**config.mk**
```make
export PLATFORM = sky130hd
export DESIGN_NAME = router_nport_fifo
export DESIGN_NICKNAME = d
export VERILOG_FILES = /design/src/rtl/router_nport_fifo.sv
export SDC_FILE = /design/constraint.sdc
export NUM_CORES = 1
export LEC_CHECK = 0
export ABC_AREA = 1
export BUFFER_PORTS_ARGS = -buffer_cell sky130_fd_sc_hd__buf_2
export CORE_UTILIZATION = 32
export DETAILED_ROUTE_END_ITERATION = 16
export MAX_ROUTING_LAYER = met4
export PLACE_DENSITY_LB_ADDON = 0.25
export SLEW_MARGIN = 10
export SYNTH_ARGS = -nofsm -noshare
export SYNTH_HDL_FRONTEND = slang
export SYNTH_SLANG_ARGS = --single-unit
export TNS_END_PERCENT = 50
```
**constraint.sdc**
```tcl
create_clock -name clk -period 2.12 [get_ports clk]
set_input_delay 0.106 -clock clk [delete_from_list [all_inputs] [get_ports clk]]
set_output_delay 0.106 -clock clk [all_outputs]
set_load 0.005 [all_outputs]
```
**src/rtl/router_nport_fifo.sv**
```systemverilog
// 1-to-N word router: each input word is steered by addr into a per-output FIFO.
// Every output drains first-word-fall-through under its own valid/ready handshake.
module router_nport_fifo #(
  parameter int DATA_WIDTH = 8,
  parameter int NUM_PORTS  = 4,
  parameter int FIFO_DEPTH = 4,
  localparam int ADDR_WIDTH = $clog2(NUM_PORTS)
) (
  input  logic                                      clk,
  input  logic                                      rst_n,
  input  logic [DATA_WIDTH-1:0]                     din,
  input  logic [ADDR_WIDTH-1:0]                     addr,
  input  logic                                      valid_in,
  output logic                                      ready_out,
  output logic [NUM_PORTS*DATA_WIDTH-1:0]           dout,
  output logic [NUM_PORTS-1:0]                      valid_out,
  input  logic [NUM_PORTS-1:0]                      ready_in,
  output logic [NUM_PORTS*($clog2(FIFO_DEPTH)+1)-1:0] fifo_count,
  output logic                                      drop_err
);

  localparam int PTR_W = $clog2(FIFO_DEPTH);
  localparam int CNT_W = PTR_W + 1;

  logic [NUM_PORTS-1:0] full;
  logic                 addr_ok;
  logic                 accept;

  // Extra bit so NUM_PORTS itself is representable on the compare side.
  assign addr_ok = ({1'b0, addr} < (ADDR_WIDTH+1)'(NUM_PORTS));

  always_comb begin
    ready_out = 1'b1;
    if (addr_ok) ready_out = !full[addr];
  end

  assign accept = valid_in && ready_out;

  always_ff @(posedge clk or negedge rst_n) begin
    if (!rst_n) drop_err <= 1'b0;
    else        drop_err <= valid_in && !addr_ok;
  end

  for (genvar p = 0; p < NUM_PORTS; p++) begin : g_port
    logic [DATA_WIDTH-1:0] mem [FIFO_DEPTH];
    logic [PTR_W-1:0]      wr_ptr;
    logic [PTR_W-1:0]      rd_ptr;
    logic [CNT_W-1:0]      count;
    logic                  push;
    logic                  pop;

    assign push    = accept && addr_ok && (addr == ADDR_WIDTH'(p));
    assign pop     = (count != '0) && ready_in[p];
    assign full[p] = (count == CNT_W'(FIFO_DEPTH));

    always_ff @(posedge clk or negedge rst_n) begin
      if (!rst_n) begin
        wr_ptr <= '0;
        rd_ptr <= '0;
        count  <= '0;
      end else begin
        if (push) wr_ptr <= wr_ptr + PTR_W'(1);
        if (pop)  rd_ptr <= rd_ptr + PTR_W'(1);
        if (push && !pop)      count <= count + CNT_W'(1);
        else if (!push && pop) count <= count - CNT_W'(1);
      end
    end

    // Storage needs no reset: stale words are masked by count == 0.
    always_ff @(posedge clk) begin
      if (push) mem[wr_ptr] <= din;
    end

    assign valid_out[p]                          = (count != '0);
    assign dout[p*DATA_WIDTH +: DATA_WIDTH]      = (count != '0) ? mem[rd_ptr] : '0;
    assign fifo_count[p*CNT_W +: CNT_W]          = count;
  end

endmodule

```
==> out/metrics.csv <==
stage,metric,value,unit
outcome,run_status,completed,
worst_hold_path,timing.hold.worst.class,in -> reg,
routing,vias_per_cell,4.58,
routing,finalWirelength,14900,µm
routing,drt_pre_antenna_iters,4,
cts,clk_root_buffer_cell,sky130_fd_sc_hd__clkbuf_16,
sta,finalHoldWorstSlack,0.0916,ns
worst_setup_path,critical_path.slowest_cell,sky130_fd_sc_hd__dfrtp_1,
sta,final_max_slew_viol_count,0,
die,start_util,32.9,%
worst_setup_path,timing.critical_path.to_type,register,
pwr,power_density_over_the_cells,1350,nW/µm²
layout,final_core_utilization,41.0,%
grt,grt_pass1_wl,23200,µm
flow_run,max_capacitance_violation_total,0,
layout,layout.cells.most_common,sky130_fd_sc_hd__nor2_1,
sta,fmax,499,MHz
logic_synthesis,synth.yosys.seq_area_share,67.8,%
place,port_buffers,65,
cts,maximum_clock_insertion_buffer_count,2,
worst_setup_path,critical_path_fanout_max,4,
sta,worst_pin_slew,0.703,ns
die,chipWidth,147,µm
logic_synthesis,synthesis.area,6710,µm²
cts,clk_pin_slew_worst_paths,0.06,ns
sta,fin_worst_skew,0.0101,ns
grt,maximum_number_of_pins_on_one_net_before_global_route_repair,29,
cts,cts_tree,yes,
sta,setup-violations-final,0,
logic_synthesis,synth.ff_latch_count,156,
pwr,worst_ir_drop_vdd,0.000629,V
worst_setup_path,cp_data_arrival_time,2.31,ns
worst_setup_path,cells_along_the_critical_path,buf_4 > nor3_2 > inv_1 > nand2_1 > ha_1 > inv_2 > fa_2 > a21oi_2 > o21ai_0 > xnor2_1,
logic_synthesis,synthesis.area_per_instance,11.6,µm²
routing,final_antenna_net_count,0,
logic_synthesis,post_synth_num_cell_types,24,
layout,num_antenna_cells,0,
sta,hold_violations,0,
grt,gr-usage-all-layers,14.9,%
layout,area.sequential,4550,µm²
sta,timing.final.crit_period,2.01,ns
place,finalWeightedCongestion,0.802,
logic_synthesis,ys.warnings.count,0,
die,die_h,147,µm
logic_synthesis,async_set_or_reset_flop_fraction_in_the_synthesized_netlist,17.9,%
routing,count_of_routing_violations_after_the_opening_detailed_route_iteration,253,
logic_synthesis,postSynth.topFlopCell,sky130_fd_sc_hd__edfxtp_1,
sta,timing.max_slew.rel_slack,53.1,%
worst_setup_path,cp_top_family,adder cells,
grt,grt_overflow_total,0,
worst_setup_path,timing_worst_setup_path_type,reg -> reg,
die,placeableCoreArea,20400,µm²
worst_setup_path,critical_path.startpoint_type,register,
routing,drt_drc_violations_left,0,
grt,first_global_vias,4511,
cts,tritoncts.num_buffers,17,
layout,layout_common_cells,"155 x sky130_fd_sc_hd__nor2_1, 128 x sky130_fd_sc_hd__edfxtp_1, 65 x sky130_fd_sc_hd__o21ai_0, 65 x sky130_fd_sc_hd__buf_2, 50 x sky130_fd_sc_hd__buf_4",
cts,cts.htree.levels,4,
worst_setup_path,cp_num_buf_inv,3,
cts,clock_insertion_delay_at_the_later_pin_of_the_skew_report,0.42,ns
layout,multi_input_combinational_cell_area,1910,µm²
worst_setup_path,cp_slowest_stage_delay,0.39,ns
routing,route.detailed.wl_per_inst,15.2,µm
die,io_pins,67,
layout,area_delta_synth_final,24.5,%
die,floorplan.rows,52,
logic_synthesis,synth.net_count,621,
logic_synthesis,synthesized_instance_count,580,
layout,post_route_cells_drive_above_1_share,25.1,%
layout,fillCellCount,1922,
sta,rsz0062_at_grt,yes,
cts,clock_sink_count,156,
place,post-dp-hpwl,9910,µm
grt,antenna_violations_before_repair,0,
worst_setup_path,timing.reg2reg.setup_slack,0.11,ns
routing,route.vias.total,4499,
die,die_area,21500,µm²
layout,design.final.nets,741,
sta,fin_crit_sh,94.6,%
pwr,total_leakage_power,0.00326,µW
logic_synthesis,synth-edff-count,128,
worst_setup_path,crit_required,2.43,ns
## flip-flops by register name, summed over array words and instances, names as in the netlist
name	count
g_port.rd_ptr	8
g_port.mem	128
g_port.count	12
g_port.wr_ptr	8
## layout make-up
cell class,instances,area share (%)
inverter,50,2.25
tap,270,4.05
sequential,156,54.5
multi-input combinational,355,22.9
timing repair buffer,120,8.99
clock buffer,18,5.14
clock inverter,13,2.10
## synthesized netlist by cell type (7+ instances only)
| cell | number | area share (%) |
|---|---|---|
| sky130_fd_sc_hd__buf_2 | 13 | 0.97 |
| sky130_fd_sc_hd__nor2_1 | 160 | 9.0 |
| sky130_fd_sc_hd__nand4_1 | 10 | 0.93 |
| sky130_fd_sc_hd__a21oi_1 | 40 | 3.0 |
| sky130_fd_sc_hd__ha_1 | 20 | 3.7 |
| sky130_fd_sc_hd__dfrtp_1 | 28 | 10 |
| sky130_fd_sc_hd__nand2_1 | 24 | 1.3 |
| sky130_fd_sc_hd__nand3_1 | 7 | 0.52 |
| sky130_fd_sc_hd__xnor2_1 | 7 | 0.91 |
| sky130_fd_sc_hd__inv_1 | 46 | 2.6 |
| sky130_fd_sc_hd__edfxtp_1 | 128 | 57 |
| sky130_fd_sc_hd__o21ai_0 | 68 | 5.1 |
## worst register-to-register path, cell delays in order (launching register included)
cell                      delay, ns
sky130_fd_sc_hd__dfrtp_1       0.39
sky130_fd_sc_hd__buf_4         0.16
sky130_fd_sc_hd__nor3_2        0.21
sky130_fd_sc_hd__inv_1         0.10
sky130_fd_sc_hd__nand2_1       0.09
sky130_fd_sc_hd__ha_1          0.17
sky130_fd_sc_hd__inv_2         0.06
sky130_fd_sc_hd__fa_2          0.35
sky130_fd_sc_hd__a21oi_2       0.13
sky130_fd_sc_hd__o21ai_0       0.11
sky130_fd_sc_hd__xnor2_1       0.13
## report_power, final
group / leakage [µW] / switching [µW] / internal (µW)
Clock: 0.000291 / 1130 / 1950
Sequential: 0.00148 / 497 / 3750
Combinational: 0.00149 / 2180 / 1730
## per-layer routing
| layer | GRT usage [%] | vias to the layer above | wire, µm |
|---|---|---|---|
| met5 | - | - | 0 |
| met2 | 23.3 | 105 | 7140 |
| li1 | - | 2219 | - |
| met3 | 3.70 | 8 | 687 |
| met4 | 4.69 | 0 | 127 |
| met1 | 18.9 | 2167 | 6950 |
## repair_timing
action                                  in CTS  in global routing
endpoints found under the setup margin       3                 34
hold buffers                                 5                  0
pin swaps                                    0                  3
resized for setup                            1                 22
buffers inserted                             1                  3
hold endpoints to repair                    32                  0
## path summary, 6_finish.rpt
path                                                       from                              end  cells after the start
min in group asynchronous                                 rst_n  g_port[0].rd_ptr[0]$_DFFE_PN0P_                      2
worst min-delay path                                   valid_in  g_port[0].wr_ptr[1]$_DFFE_PN0P_                      3
worst max-delay path             g_port[1].count[1]$_DFFE_PN0P_   g_port[1].count[2]$_DFFE_PN0P_                     10
worst min register to register  g_port[3].wr_ptr[1]$_DFFE_PN0P_  g_port[3].wr_ptr[1]$_DFFE_PN0P_                      2
worst max register to register   g_port[1].count[1]$_DFFE_PN0P_   g_port[1].count[2]$_DFFE_PN0P_                     10
max in group asynchronous                                 rst_n  g_port[2].rd_ptr[0]$_DFFE_PN0P_                      2
## through the flow
stage / power (µW) / setup TNS (ns) / instances / cell area, µm² / setup slack [ns]
2_1_floorplan: 6470 / 0 / 580 / 6710 / 0.00873
3_3_place_gp: 8070 / 0 / 942 / 7620 / 0.00434
3_5_place_dp: 8160 / -0.197 / 942 / 7620 / -0.111
4_1_cts: 11300 / 0 / 979 / 8290 / 0.00337
5_1_grt: 12100 / -0.0584 / 982 / 8350 / -0.0584
6_report: 11200 / 0 / 982 / 8350 / 0.115
## logic make-up after synthesis
logic type | Yosys count | synth area share (%)
and+or+nand+nor | 206 | 12.6
DFF | 156 | 67.8
AOI/OAI and AO/OA | 108 | 8.06
buffers and inverters | 69 | 4.31
adders and majority gates | 24 | 4.93
xor gates and xnor gates | 12 | 1.57
muxes | 4 | 0.672
other | 1 | 0.0559
Power figures use the tool's default switching activity.
